--- src/rtl/i2c_dac_write_sequencer.sv ---
// i2c_dac_write_sequencer: drives a byte-level I2C master through one
// 4-byte DAC channel write (addr/W, command, data MSB, data LSB, STOP),
// with bounded retry on nack/timeout/watchdog and a done/dac_update pulse.
module i2c_dac_write_sequencer #(
   parameter logic [6:0]  SLAVE_ADDR   = 7'h48,
   parameter logic [3:0]  CMD_NIBBLE   = 4'h3,
   parameter logic [3:0]  MAX_RETRY    = 4'd3,
   parameter logic [19:0] ACK_WAIT_MAX = 20'd1000000
) (
   input  logic        clock,
   input  logic        reset,
   input  logic        req_valid,
   output logic        req_ready,
   input  logic [1:0]  req_ch,
   input  logic [11:0] req_value,
   output logic        m_start,
   output logic        m_stop,
   output logic        m_rw,
   output logic        m_go,
   output logic [7:0]  m_data_w,
   input  logic        m_idle,
   input  logic        m_ack,
   input  logic        m_nack,
   input  logic        m_timeout,
   output logic        busy,
   output logic        done,
   output logic        error,
   output logic [1:0]  err_code,
   output logic        dac_update
);

   typedef enum logic [2:0] {
      IDLE, ISSUE, WAIT_ACK, ISSUE_STOP, WAIT_STOP, BACKOFF
   } state_t;

   state_t      state, state_nx;
   logic [1:0]  idx, idx_nx;
   logic [3:0]  retry, retry_nx;
   logic [19:0] wdog, wdog_nx;
   logic [1:0]  cause, cause_nx;
   logic [1:0]  last_code, last_code_nx;
   logic        seen_low, seen_low_nx;
   logic [1:0]  ch;
   logic [11:0] value;
   logic [7:0]  cur_byte;
   logic        accept;
   logic        wd_exp;

   assign accept = (state == IDLE) && req_valid;
   assign wd_exp = (wdog == ACK_WAIT_MAX - 20'd1);
   assign m_rw   = 1'b0;

   // Byte table lookup for the current index
   always_comb begin
      cur_byte = 8'h00;
      case (idx)
         2'd0: cur_byte = {SLAVE_ADDR, 1'b0};
         2'd1: cur_byte = {CMD_NIBBLE, 2'b00, ch};
         2'd2: cur_byte = value[11:4];
         2'd3: cur_byte = {value[3:0], 4'h0};
         default: cur_byte = 8'h00;
      endcase
   end

   // State and datapath registers; request captured only on accept
   always_ff @(posedge clock or posedge reset) begin
      if (reset) begin
         state     <= IDLE;
         idx       <= 2'd0;
         retry     <= 4'd0;
         wdog      <= 20'd0;
         cause     <= 2'd0;
         last_code <= 2'd0;
         seen_low  <= 1'b0;
         ch        <= 2'd0;
         value     <= 12'd0;
      end else begin
         state     <= state_nx;
         idx       <= idx_nx;
         retry     <= retry_nx;
         wdog      <= wdog_nx;
         cause     <= cause_nx;
         last_code <= last_code_nx;
         seen_low  <= seen_low_nx;
         if (accept) begin
            ch    <= req_ch;
            value <= req_value;
         end
      end
   end

   // Next-state and command/status outputs
   always_comb begin
      state_nx     = state;
      idx_nx       = idx;
      retry_nx     = retry;
      wdog_nx      = wdog;
      cause_nx     = cause;
      last_code_nx = last_code;
      seen_low_nx  = seen_low;
      req_ready    = 1'b0;
      busy         = 1'b1;
      m_go         = 1'b0;
      m_start      = 1'b0;
      m_stop       = 1'b0;
      m_data_w     = 8'h00;
      done         = 1'b0;
      dac_update   = 1'b0;
      error        = 1'b0;
      err_code     = last_code;
      case (state)
         IDLE: begin
            req_ready = 1'b1;
            busy      = 1'b0;
            if (req_valid) begin
               state_nx = ISSUE;
               idx_nx   = 2'd0;
            end
         end
         ISSUE: begin
            m_data_w = cur_byte;
            if (m_idle) begin
               m_go     = 1'b1;
               m_start  = (idx == 2'd0);
               wdog_nx  = 20'd0;
               state_nx = WAIT_ACK;
            end
         end
         WAIT_ACK: begin
            // master shifts data_w serially, so keep it stable until status
            m_data_w = cur_byte;
            wdog_nx  = wdog + 20'd1;
            if (m_timeout) begin
               cause_nx = 2'd2;
               state_nx = BACKOFF;
            end else if (m_nack) begin
               cause_nx = 2'd1;
               state_nx = BACKOFF;
            end else if (m_ack) begin
               if (idx == 2'd3) begin
                  state_nx = ISSUE_STOP;
               end else begin
                  idx_nx   = idx + 2'd1;
                  state_nx = ISSUE;
               end
            end else if (wd_exp) begin
               cause_nx = 2'd3;
               state_nx = BACKOFF;
            end
         end
         ISSUE_STOP: begin
            if (m_idle) begin
               m_go        = 1'b1;
               m_stop      = 1'b1;
               wdog_nx     = 20'd0;
               seen_low_nx = 1'b0;
               state_nx    = WAIT_STOP;
            end
         end
         WAIT_STOP: begin
            // completion needs the master to leave idle and come back
            wdog_nx = wdog + 20'd1;
            if (!m_idle) seen_low_nx = 1'b1;
            if (m_timeout) begin
               cause_nx = 2'd2;
               state_nx = BACKOFF;
            end else if (seen_low && m_idle) begin
               done       = 1'b1;
               dac_update = 1'b1;
               retry_nx   = 4'd0;
               state_nx   = IDLE;
            end else if (wd_exp) begin
               cause_nx = 2'd3;
               state_nx = BACKOFF;
            end
         end
         BACKOFF: begin
            if (m_idle) begin
               if (retry < MAX_RETRY) begin
                  retry_nx = retry + 4'd1;
                  idx_nx   = 2'd0;
                  state_nx = ISSUE;
               end else begin
                  error        = 1'b1;
                  err_code     = cause;
                  last_code_nx = cause;
                  retry_nx     = 4'd0;
                  state_nx     = IDLE;
               end
            end
         end
         default: state_nx = IDLE;
      endcase
   end

endmodule

--- config.mk ---
export PLATFORM = sky130hd
export DESIGN_NAME = i2c_dac_write_sequencer
export DESIGN_NICKNAME = d
export VERILOG_FILES = /design/src/rtl/i2c_dac_write_sequencer.sv
export SDC_FILE = /design/constraint.sdc
export NUM_CORES = 1
export LEC_CHECK = 0
export ABC_CLOCK_PERIOD_IN_PS = 2300
export CAP_MARGIN = 20
export CORE_MARGIN = 8
export CORE_UTILIZATION = 40
export CTS_CLUSTER_DIAMETER = 120
export DETAILED_ROUTE_END_ITERATION = 8
export SYNTH_ARGS = -nofsm -noshare
export SYNTH_HDL_FRONTEND = slang
export SYNTH_SLANG_ARGS = --single-unit
--- constraint.sdc ---
create_clock -name clock -period 2.3 [get_ports clock]
set_input_delay 0.23 -clock clock [delete_from_list [all_inputs] [get_ports clock]]
set_output_delay 0.23 -clock clock [all_outputs]
set_load 0.02 [all_outputs]
==> results.yml, run 1 <==
run_status:
  outcome: "completed"
logic_synthesis:
  syn-cell-area_sq_mm: 0.00283
  ys_warn_count: 0
  syn_nets: 314
  syn_inst: 286
  synth_edf_count: 0
  ys_ff_latch: 48
  ys_seq_area_share_pct: 42.5
  synthFlopType: "dfrtp_1"
  ys_types: 59
  avgSynthCellArea_sq_um: 9.88
  synthArstFlopShare_pct: 100
place:
  dp_hpwl_mm: 4.91
  numPortBuffers: 38
  dp_cells: 422
  gp_congestion: 0.821
floorplan:
  die_h_microns: 100
  die_x_microns: 100
  ios: 40
  die_area_sq_mm: 0.0100
  core_sq_mm: 0.00683
  start_util_pct: 41.4
  row_count: 30
worst_hold_path:
  min_path_type: "in -> async"
finish:
  final_common_cell: "dfrtp_1"
  drive_above_1_share_pct: 15.9
  nFillCells: 658
  layout_common_cells: "dfrtp_1 (46), clkdlybuf4s50_1 (26), nand2_1 (24)"
  fin_nets: 361
  stdcell_count: 430
  area_growth_pct: 23.3
  diodes: 0
worst_setup_path:
  cp.required_ps: 2070
  path_max_fanout: 8
  path_cells: "nand4b_1, nor2_2, buf_4, clkdlybuf4s50_1"
  crit_slowest_cell: "clkdlybuf4s50_1"
  cp.arrival_ps: 1940
  path_class: "reg -> out"
  slowest_delay_ps: 590
  critPathTopFamily: "buffers and inverters"
  cp-end-kind: "output port"
  path_buf_inv: 2
  start_kind: "flip-flop"
drt:
  first_pass_iters: 4
  drc_errors: 0
  highest_layer: "met4"
  drt_iter0_drc: 119
  wl_mm: 6.60
  wl_per_cell_microns: 15.3
  wl_met3_microns: 204
  ant_nets: 0
  via_per_inst: 5.36
  met2_length_mm: 3.11
  vias: 2305
  m1WireLength_mm: 3.23
cts:
  clkTransAtPathRegs_ps: 90
  cts_setup_buffers: 0
  cts_tree: "done"
  clock-sinks: 48
  cts_made_buffers: 5
  clock_latency_ps: 300
  cts-root-buf: "clkbuf_8"
  clockBufferDepth: 2
  htree_levels: 2
sta:
  min_period_ps: 2170
  relSlewSlack_pct: 60.7
  slew_violations: 0
  fin_skew_ps: 4.64
  timing.hold.ws_ps: 265
  finalHoldViolations: 0
  finalSetupViolations: 0
  period_share_pct: 94.2
  setup_tns_ps: 0
  fmax_ghz: 0.461
  tightest_slew_ps: 587
  grt_setup_unrepaired: "false"
pwr:
  p_leak_nw: 1.59
  powerDensity_mw_per_mm2: 928
  vdd.ir_drop.worst_v: 0.000405
  total_power_w: 0.00323
global_route:
  grt_pass1_vias: 2364
  grt_first_pass_wirelength_mm: 11.4
  grt.total_usage_pct: 13.9
  grt_max_degree: 29
  grt_overflow: 0
  antenna_found_initial: 0
job:
  cap_violations: 0
-- area by class of cell --
class	count	area, sq um	area share (%)
clock inverters	3	18.8	0.539
clock buffers	5	68.8	1.98
inverters	9	33.8	0.970
well taps	96	120	3.45
repair buffers	54	518	14.9
flip-flops and latches	48	1200	34.6
multi-input cells	215	1520	43.6
-- metal layers --
metal	track usage [%]	up-vias
met4	5.81	0
met2	21.4	37
met3	2.35	4
li1	-	1143
met5	0	-
met1	18.8	1121
-- power by group --
| group | internal, W | switching, W |
|---|---|---|
| sequential | 0.00106 | 0.000177 |
| combinational | 0.000715 | 0.000771 |
| clock | 0.000213 | 0.000301 |
-- synthesized netlist by cell type, types with 3 or more instances --
master | instances | area share, %
dfrtp_1 | 48 | 43
nand2_1 | 24 | 3.2
nor2_1 | 23 | 3.1
a21oi_1 | 17 | 3.0
o21ai_0 | 13 | 2.3
mux2_4 | 11 | 5.8
nand3_1 | 8 | 1.4
or3_1 | 8 | 1.8
ha_1 | 7 | 3.1
inv_1 | 7 | 0.93
mux2i_1 | 7 | 2.5
a22oi_1 | 6 | 1.6
buf_2 | 6 | 1.1
nand4_1 | 6 | 1.3
o31ai_1 | 6 | 1.6
and2_1 | 5 | 1.1
nand2b_1 | 5 | 1.1
and3_1 | 4 | 0.89
buf_4 | 4 | 1.1
mux2_1 | 4 | 1.6
nor2b_1 | 4 | 0.89
nor3_1 | 4 | 0.71
xor2_1 | 4 | 1.2
nand4b_1 | 3 | 0.93
nor3b_1 | 3 | 0.80
or4_1 | 3 | 0.80
-- logic make-up after synthesis --
logic type / synth area share [%]
simple gates: 22.4
compound gates: 14.9
flops: 42.5
mux: 10.7
buf+inv: 4.12
fa+ha+maj: 3.10
xor+xnor: 2.13
other cells: 0.133
-- path summary, 6_finish.rpt --
path	startpoint	end	slack, ps	depth (start not counted)
max in group asynchronous	reset	idx[1]	1520	3
worst max register to register	state[1]	wdog[15]	400	5
worst min register to register	wdog[19]	wdog[19]	470	1
worst max-delay path	state[1]	error	130	4
min in group clock	wdog[19]	wdog[19]	470	1
worst min-delay path	reset	ch[1]	260	2
-- through the flow --
step           setup WS [ps]  utilization [%]  area (sq um)
3_5_place_dp            16.1             49.6          3390
3_3_place_gp           0.189             49.6          3390
5_1_grt                 9.66             51.0          3480
6_report                 133             51.0          3480
4_1_cts                 4.92             50.9          3470
2_1_floorplan            389                -          2830
-- sequential cells by signal, summed over array words and instances, names as in the netlist --
signal and flops:
cause 2, ch 2, idx 2, last_code 2, retry 4, seen_low 1, state 3, value 12
wdog 20
-- repair_timing --
action	in CTS	in global routing
endpoints found under the setup margin	11	5
hold buffers	0	0
resized for setup	14	4
Note: power is estimated with default switching activity, not from simulation.
==> run 2: changes to the inputs <==
--- a/config.mk
+++ b/config.mk
@@ -5,7 +5,7 @@
 export SDC_FILE = /design/constraint.sdc
 export NUM_CORES = 1
 export LEC_CHECK = 0
-export ABC_CLOCK_PERIOD_IN_PS = 2300
+export ABC_CLOCK_PERIOD_IN_PS = 2400
 export CAP_MARGIN = 20
 export CORE_MARGIN = 8
 export CORE_UTILIZATION = 40
==> constraint.sdc (replaced) <==
create_clock -name clock -period 2.4 [get_ports clock]
set_input_delay 0.24 -clock clock [delete_from_list [all_inputs] [get_ports clock]]
set_output_delay 0.24 -clock clock [all_outputs]
set_load 0.02 [all_outputs]
==> results.yml, run 2 (synthesis results as in run 1) <==
finish:
  layout_common_cells: "dfrtp_1 (45), clkdlybuf4s50_1 (27), nand2_1 (24)"
  fin_nets: 358
  drive_above_1_share_pct: 14.8
  nFillCells: 654
  final_common_cell: "dfrtp_1"
  largestRegisters: "wdog x20, value x12, retry x4"
  largest-register: "wdog"
  diodes: 0
  area_growth_pct: 22.8
  largest_register_ffs: 20
worst_setup_path:
  cp-end-kind: "output port"
  critPathCapture: "m_data_w[3]"
  slowest_delay_ps: 610
  path_class: "reg -> out"
  start_kind: "flip-flop"
  path_buf_inv: 3
  crit_slowest_cell: "clkdlybuf4s50_1"
  reg2reg_slack_ps: 550
  crit_cells: 5
  critPathTopFamily: "buffers and inverters"
  reg2reg_from: "state[1]"
  cp.arrival_ps: 2030
  crit_path_start: "idx[0]"
  cp.required_ps: 2160
  path_max_fanout: 6
  reg2reg_depth: 5
  reg2reg_to: "wdog[13]"
  path_cells: "inv_1, ha_1, buf_4, and3_1, clkdlybuf4s50_1"
drt:
  vias: 2251
  wl_per_cell_microns: 15.4
  ant_nets: 0
  drt_iter0_drc: 123
  via_per_inst: 5.27
  first_pass_iters: 4
  wl_mm: 6.56
  drc_errors: 0
sta:
  finalSetupViolations: 0
  fin_skew_ps: 2.45
  slew_violations: 0
  min_period_ps: 2270
  period_share_pct: 94.6
  fmax_ghz: 0.441
  grt_setup_unrepaired: "false"
  timing.hold.ws_ps: 251
  setup_tns_ps: 0
  finalHoldViolations: 0
place:
  dp_hpwl_mm: 4.88
  numPortBuffers: 38
  gp_congestion: 0.823
global_route:
  grt_max_degree: 31
  grt_first_pass_wirelength_mm: 11.2
  grt_overflow: 0
  grt_pass1_vias: 2320
  antenna_found_initial: 0
  grt.total_usage_pct: 13.8
floorplan:
  ios: 40
  start_util_pct: 41.4
  core_sq_mm: 0.00683
  row_count: 30
  die_x_microns: 100
  die_area_sq_mm: 0.0100
  die_h_microns: 100
pwr:
  powerDensity_mw_per_mm2: 890
  vdd.ir_drop.worst_v: 0.000342
  comb_power_share_pct: 44.2
  p_switching_w: 0.00118
  internal_power_w: 0.00191
  power_frac_seq_pct: 39.0
  switching_share_pct: 38.3
  p_leak_nw: 1.61
  clkPwrFrac_pct: 16.9
worst_hold_path:
  min_path_type: "in -> async"
job:
  cap_violations: 0
cts:
  clock-sinks: 48
  postCtsHoldBufs: 0
  cts_made_buffers: 5
  clock_latency_ps: 300
  cts_tree: "done"
  cts-root-buf: "clkbuf_8"
  clockBufferDepth: 2
  clkTransAtPathRegs_ps: 90
  cts_setup_buffers: 0
  htree_levels: 2
run_status:
  outcome: "completed"
-- run 2: changes by cell type in the layout (fill, tap and decap cells not counted), sizes merged --
cell           delta
buf               -3
clkbuf            +1
clkdlybuf4s50     +1
clkinv            -3
clkinvlp          +2
dlygate4sd2       -5
dlymetal6s2s      +4
-- run 2: area by class of cell --
cell class / instances / area (sq um) / area share (%)
inverter: 9 / 33.8 / 0.974
tap: 96 / 120 / 3.46
timing repair buffer: 51 / 499 / 14.4
multi-input combinational: 215 / 1510 / 43.6
clock inverter: 2 / 15.0 / 0.433
clock buffer: 6 / 82.6 / 2.38
sequential: 48 / 1200 / 34.7
-- run 2: metal layers --
metal	share of wire [%]	GRT usage, %	vias up
met5	0	0	-
met4	0.96	4.19	0
met3	3.5	2.70	6
met2	47	22.0	35
met1	49	18.4	1075
li1	-	-	1135
-- run 2: through the flow --
| stage | instances | power [W] | utilization, % | instance area (sq um) | setup slack (ps) |
|---|---|---|---|---|---|
| finish | 427 | 0.00309 | 50.8 | 3470 | 131 |
| global route | 427 | 0.00330 | 50.8 | 3470 | 2.57 |
| CTS | 427 | 0.00312 | 50.5 | 3450 | 0.181 |
| detailed placement | 419 | 0.00260 | 49.1 | 3350 | 59.0 |
| global placement | 419 | 0.00258 | 49.1 | 3350 | 80.5 |
| floorplan | 286 | 0.00217 | - | 2830 | 479 |
-- run 2: worst min-delay path by stage --
| stage | start | endpoint | slack, ps | depth (start not counted) |
|---|---|---|---|---|
| 3_3_place_gp | wdog[18] | wdog[18] | 460 | 1 |
| 6_report | reset | wdog[14] | 250 | 2 |
| 5_1_grt | reset | wdog[5] | 300 | 2 |
| 3_5_place_dp | wdog[19] | wdog[19] | 460 | 1 |
| 2_1_floorplan | m_ack | state[2] | 340 | 1 |
| 4_1_cts | reset | wdog[5] | 270 | 2 |
-- run 2: power groups by stage --
stage               Sequential [W]  Clock (W)  Combinational, W
finish                     0.00120   0.000520           0.00136
global route               0.00124   0.000570           0.00149
CTS                        0.00120   0.000541           0.00138
detailed placement         0.00121          0           0.00139
global placement           0.00121          0           0.00137
floorplan                  0.00113          0           0.00104
-- run 2: timing repair --
action / in CTS / in global routing
resized for setup: 9 / 7
endpoints found under the hold margin: 0 / 0
endpoints found under the setup margin: 10 / 7
==> run 3: changes to the inputs <==
--- a/config.mk
+++ b/config.mk
@@ -6,7 +6,6 @@
 export NUM_CORES = 1
 export LEC_CHECK = 0
 export ABC_CLOCK_PERIOD_IN_PS = 2400
-export CAP_MARGIN = 20
 export CORE_MARGIN = 8
 export CORE_UTILIZATION = 40
 export CTS_CLUSTER_DIAMETER = 120
==> results of run 3 <==
Same layout as run 2: the final DEF is identical, and so are final timing and power.
